===== config.mk =====
export PLATFORM = sky130hd
export DESIGN_NAME = int_mult_result_queue
export DESIGN_NICKNAME = d
export VERILOG_FILES = /design/src/rtl/int_alu_pkg.sv /design/src/rtl/int_mult_result_fifo.sv /design/src/rtl/int_mult_result_queue.sv
export SDC_FILE = /design/constraint.sdc
export NUM_CORES = 1
export LEC_CHECK = 0
export CORE_MARGIN = 1.5
export CORE_UTILIZATION = 64
export CTS_BUF_LIST = sky130_fd_sc_hd__clkbuf_16
export CTS_CLUSTER_SIZE = 20
export DETAILED_ROUTE_END_ITERATION = 7
export HOLD_SLACK_MARGIN = 0.05
export PLACE_DENSITY_LB_ADDON = 0.08
export SETUP_SLACK_MARGIN = 0.05
export SLEW_MARGIN = 15
export SYNTH_ARGS = -nofsm -noshare
export SYNTH_HDL_FRONTEND = slang
export SYNTH_SLANG_ARGS = --single-unit

===== constraint.sdc =====
create_clock -name clk -period 8.2 [get_ports clk]
set_clock_uncertainty 0.15 [all_clocks]
set_input_delay 1.64 -clock clk [delete_from_list [all_inputs] [get_ports clk]]
set_output_delay 1.64 -clock clk [all_outputs]
set_load 0.1 [all_outputs]

===== src/rtl/int_alu_pkg.sv =====
// Shared definitions for the integer ALU blocks: default multiplier geometry
// and the tag that travels alongside each multiply through the pipeline.
package int_alu_pkg;

   localparam int DATA_WIDTH_DEF = 32;
   localparam int LATENCY_DEF    = 5;
   localparam int FIFO_DEPTH_DEF = 8;

   typedef struct packed {
      logic valid;
      logic neg;
   } mult_tag_t;

   // Width of a counter that must represent 0..depth inclusive.
   function automatic int count_width(input int depth);
      return $clog2(depth + 1);
   endfunction

endpackage


===== src/rtl/int_mult_result_fifo.sv =====
// Result FIFO behind int_mult: power-of-two storage with wrapping pointers
// and an occupancy count; simultaneous write and read are always honoured.
module int_mult_result_fifo
   import int_alu_pkg::*;
#(
   parameter int WIDTH = 2 * DATA_WIDTH_DEF,
   parameter int DEPTH = FIFO_DEPTH_DEF
) (
   input  logic             clk,
   input  logic             rst_n,
   input  logic             wr_en,
   input  logic [WIDTH-1:0] wr_data,
   input  logic             rd_en,
   output logic [WIDTH-1:0] rd_data,
   output logic             valid
);

   localparam int PTR_W = $clog2(DEPTH);
   localparam int CNT_W = count_width(DEPTH);

   logic [WIDTH-1:0] mem [DEPTH];
   logic [PTR_W-1:0] wr_ptr;
   logic [PTR_W-1:0] rd_ptr;
   logic [CNT_W-1:0] count;
   logic             do_rd;
   logic             full;

   assign valid   = (count != '0);
   assign full    = (count == CNT_W'(DEPTH));
   assign do_rd   = rd_en && valid;
   assign rd_data = mem[rd_ptr];

   // NOTE: storage has no reset; only pointers and count define which entries are live.
   always_ff @(posedge clk) begin
      if (wr_en) begin
         mem[wr_ptr] <= wr_data;
      end
   end

   // NOTE: non-blocking assignments keep every register sampling pre-edge values.
   always_ff @(posedge clk or negedge rst_n) begin
      if (!rst_n) begin
         wr_ptr <= '0;
         rd_ptr <= '0;
         count  <= '0;
      end else begin
         if (wr_en) begin
            wr_ptr <= wr_ptr + PTR_W'(1);
         end
         if (do_rd) begin
            rd_ptr <= rd_ptr + PTR_W'(1);
         end
         case ({wr_en, do_rd})
            2'b10:   count <= count + CNT_W'(1);
            2'b01:   count <= count - CNT_W'(1);
            default: count <= count;
         endcase
      end
   end

   // Credits upstream make this unreachable; a hit means the credit loop is broken.
   assert property (@(posedge clk) disable iff (!rst_n) !(wr_en && full && !do_rd))
      else $error("int_mult_result_fifo: write to full FIFO");

endmodule


===== src/rtl/int_mult_result_queue.sv =====
// Credit-based result queue for a never-stalling int_mult: tracks each accepted
// op through a tag pipe, applies optional negation and buffers products in order.
module int_mult_result_queue
   import int_alu_pkg::*;
#(
   parameter int DATA_WIDTH = DATA_WIDTH_DEF,
   parameter int LATENCY    = LATENCY_DEF,
   parameter int FIFO_DEPTH = FIFO_DEPTH_DEF
) (
   input  logic                    clk,
   input  logic                    rst_n,
   input  logic                    in_valid,
   input  logic                    in_neg,
   output logic                    in_ready,
   output logic                    mult_en,
   input  logic [2*DATA_WIDTH-1:0] mult_result,
   output logic                    out_valid,
   input  logic                    out_ready,
   output logic [2*DATA_WIDTH-1:0] out_data,
   output logic                    busy
);

   localparam int PW = 2 * DATA_WIDTH;
   localparam int CW = count_width(FIFO_DEPTH);

   logic [CW-1:0] credits;
   mult_tag_t     tag_pipe [LATENCY];
   mult_tag_t     tag_last;
   logic          accept;
   logic          pop;
   logic          any_tag_valid;
   logic [PW-1:0] wr_data;

   assign accept   = in_valid && in_ready;
   assign pop      = out_valid && out_ready;
   assign in_ready = (credits != '0);
   assign mult_en  = rst_n;

   // A credit covers an op from accept until its result leaves the FIFO.
   always_ff @(posedge clk or negedge rst_n) begin
      if (!rst_n) begin
         credits <= CW'(FIFO_DEPTH);
      end else if (accept && !pop) begin
         credits <= credits - CW'(1);
      end else if (pop && !accept) begin
         credits <= credits + CW'(1);
      end
   end

   always_ff @(posedge clk or negedge rst_n) begin
      if (!rst_n) begin
         for (int i = 0; i < LATENCY; i++) begin
            tag_pipe[i] <= '0;
         end
      end else begin
         tag_pipe[0] <= '{valid: accept, neg: in_neg};
         for (int i = 1; i < LATENCY; i++) begin
            tag_pipe[i] <= tag_pipe[i-1];
         end
      end
   end

   // NOTE: assign a default before the loop so the OR-reduce cannot infer a latch.
   always_comb begin
      any_tag_valid = 1'b0;
      for (int i = 0; i < LATENCY; i++) begin
         any_tag_valid = any_tag_valid | tag_pipe[i].valid;
      end
   end

   assign tag_last = tag_pipe[LATENCY-1];
   assign wr_data  = tag_last.neg ? (PW'(0) - mult_result) : mult_result;
   assign busy     = any_tag_valid || out_valid;

   int_mult_result_fifo #(
      .WIDTH (PW),
      .DEPTH (FIFO_DEPTH)
   ) u_fifo (
      .clk     (clk),
      .rst_n   (rst_n),
      .wr_en   (tag_last.valid),
      .wr_data (wr_data),
      .rd_en   (pop),
      .rd_data (out_data),
      .valid   (out_valid)
   );

endmodule


==> run metrics <==
Die ar. around 35000 sq um; total congestion overflow 0; register bit total from synthesis about 540; GR Util All Layers between 20% and 30%; root buf cell clkbuf_16; grt met3 use ~4.3%; Hold Buf Count CTS 0; Critical Path Source Type flop; Worst-Margin Slew around 1.1 ns; Reg clk slew, reported paths 0.06 ns; FF-to-FF Start tag_last[1]; hold path depth 0; n_diodes 0; DR iter-0 viols between 1000 and 1500; R2R cell count 3; initial antenna violation count 1; critical path depth 4; Vias/cell about 6.4; fraction of registers with async set or reset after synthesis between 4 and 5%; wire length per cell roughly 26 um; endpoints failing setup 0; most frequent cell after synthesis edfxtp_1; post-route clock period utilization 69.77%; Buffers on Ports roughly 140; Distinct cells, synth 40; DRC viols 0; area of the core 33450 sq um; post-cts sizing count 0; Rows 67; hpwl dp 24360 um; design area about 25000 sq um; # nets final about 1300; Area growth syn-to-layout 16.41%; global-route wire length before repair ~68000 um; GRT met1 Usage between 30% and 40%; antenna-violating nets left 0; Gate Count Post-Synth ~1000; delay of the slowest critical-path stage about 1 ns; fin cells 1691; ratio of cells with drive above 1 in the final layout between 20% and 30%; status complete, no violations; register area share after synthesis 73.71%; Hold Crit Class flop to flop; CP Class flop to output pin; Synth area leaders edfxtp_1 (71%), mux4_2 (13%), mux2_2 (3.5%); relative max-transition margin between 20% and 30%; Avg Inst Size Synth 20.82 sq um; CP arrival between 3 and 4 ns; Fin. Hold Viols 0; vias in the first global route about 11000; critical hold path startpoint tag_pipe[4]; Routed WL ~44000 um; Post-Syn Area between 20000 and 25000 sq um; placed insts roughly 1600; Peak Freq ~170 MHz; clock sinks 536; Slowest cell on crit path clkdlybuf4s50_1; cell taking the most area after synthesis edfxtp_1; synth cell count leaders edfxtp_1 (512), mux4_2 (128), mux2_2 (67), xnor2_1 (67), clkbuf_1 (31); Pre-antenna DRT Iters 5; reg-to-reg slack, setup around 5.4 ns; Synth top area share between 70% and 80%; clock buffer depth 3; CP Cell Sequence buf_4, mux4_2, mux2_2, clkdlybuf4s50_1; Tmin final around 5.7 ns; CP max FO 34; Crit. End Element output pin; Die Y 187.0 um; number of synthesized flops with an enable pin just over 500; CTS H-Tree Depth 2; global routing usage on met2 43.63%; Most Crowded Layer GR met2; Worst-Skew Late Latency roughly 0.57 ns; post-CTS setup buffers 0; Critical Path RT approximately 6.4 ns; setup_tns 0 ns; TritonCTS Buffers 52; Synth Flop Type edfxtp_1; CTS tree yes; Mapped Nets around 1100; Hold EP tag_pipe[2]; Ys Warns 0; DIE WIDTH ~190 um; RSZ-0062 raised after global routing no; largest net degree at the start of global routing 84; Max Slew Vio Count 0; Final Util between 70% and 80%; GP Congestion 0.7463; r2r endpoint u_fifo.mem[5][45]; via count 10789; MaxCap Viol Count 0; I/O pins approximately 140; Crit path max-delay family buffers and inverters; initial core utilization about two thirds; Worst Path Buf+Inv 2; Placement Cell Area 23630 sq um
[final cells by class]
type                            count  area, sq um
Sequential cell                   536        15990
Fill cell                        1845         8215
Multi-Input combinational cell    452         5549
Timing Repair Buffer              153         1514
Clock buffer                       53         1326
Tap cell                          448        560.5
Clock inverter                     44        275.3
Inverter                            5        18.77
[routing by layer]
| metal | vias to the layer above | share of wire (%) |
|---|---|---|
| li1 | 4645 | - |
| met3 | 95 | 6.2 |
| met1 | 5619 | 40 |
| met2 | 428 | 51 |
| met4 | 2 | 3.4 |
| met5 | - | 0.027 |
[cells by family after synthesis]
| logic type | count (synthesis) | share of synthesized area, % |
|---|---|---|
| buffers and inverters | 53 | 0.9467 |
| multiplexers | 195 | 16.78 |
| AO/OA/AOI/OAI | 62 | 2.124 |
| adder cells (fa/ha/maj) | 9 | 0.5195 |
| flip-flops | 536 | 73.71 |
| AND/OR/NAND/NOR | 110 | 2.852 |
| XOR/XNOR | 76 | 3.071 |
[registers in the layout (all words and copies together), names as in the netlist]
signal / cells
credits: 4
tag_pipe: 8
u_fifo.rd_ptr: 3
tag_last: 2
u_fifo.count: 4
u_fifo.mem: 512
u_fifo.wr_ptr: 3
[worst register-to-register path, stage by stage, from the launching register on]
cell and delay [ns]:
dfrtp_1 0.49, nand2_1 0.28, nor2_4 0.81, buf_4 0.71
[through the flow]
step	setup WS, ns	hold slack, ns
3_3_place_gp	2.781	0.1842
4_1_cts	2.385	0.1984
5_1_grt	2.283	0.2023
6_report	2.479	0.1970
3_5_place_dp	2.795	0.1847
2_1_floorplan	2.543	0.1812
[how the worst max path moves through the flow]
stage / startpoint / end / slack (ns)
4_1_cts: u_fifo.rd_ptr[0] / out_data[58] / 2.38
2_1_floorplan: u_fifo.wr_ptr[0] / u_fifo.mem[0][0] / 2.54
5_1_grt: u_fifo.rd_ptr[0] / out_data[60] / 2.28
3_3_place_gp: rst_n / mult_en / 2.78
3_5_place_dp: rst_n / mult_en / 2.80
6_report: u_fifo.rd_ptr[0] / out_data[58] / 2.48
[placed cells by master, fill, tap and decap left out, types with 5 or more instances in the layout]
cell / count
o21ai_0: 16
ha_1: 9
clkinv_1: 10
nor3_1: 5
xnor2_1: 67
mux4_2: 128
or4_1: 16
o41ai_1: 17
nor2_4: 6
edfxtp_1: 512
nor2_1: 9
or3_1: 14
inv_1: 22
nand2_1: 24
or2_2: 7
dfrtp_1: 19
clkdlybuf4s50_1: 136
nand2b_1: 6
clkinv_2: 10
buf_4: 15
o31ai_1: 19
xor2_1: 9
nor4_1: 7
mux2_2: 67
clkbuf_16: 53
Power is left out: the tool's default activity adds up to more than one toggle a clock period on the data nets, which glitch-free logic cannot reach.
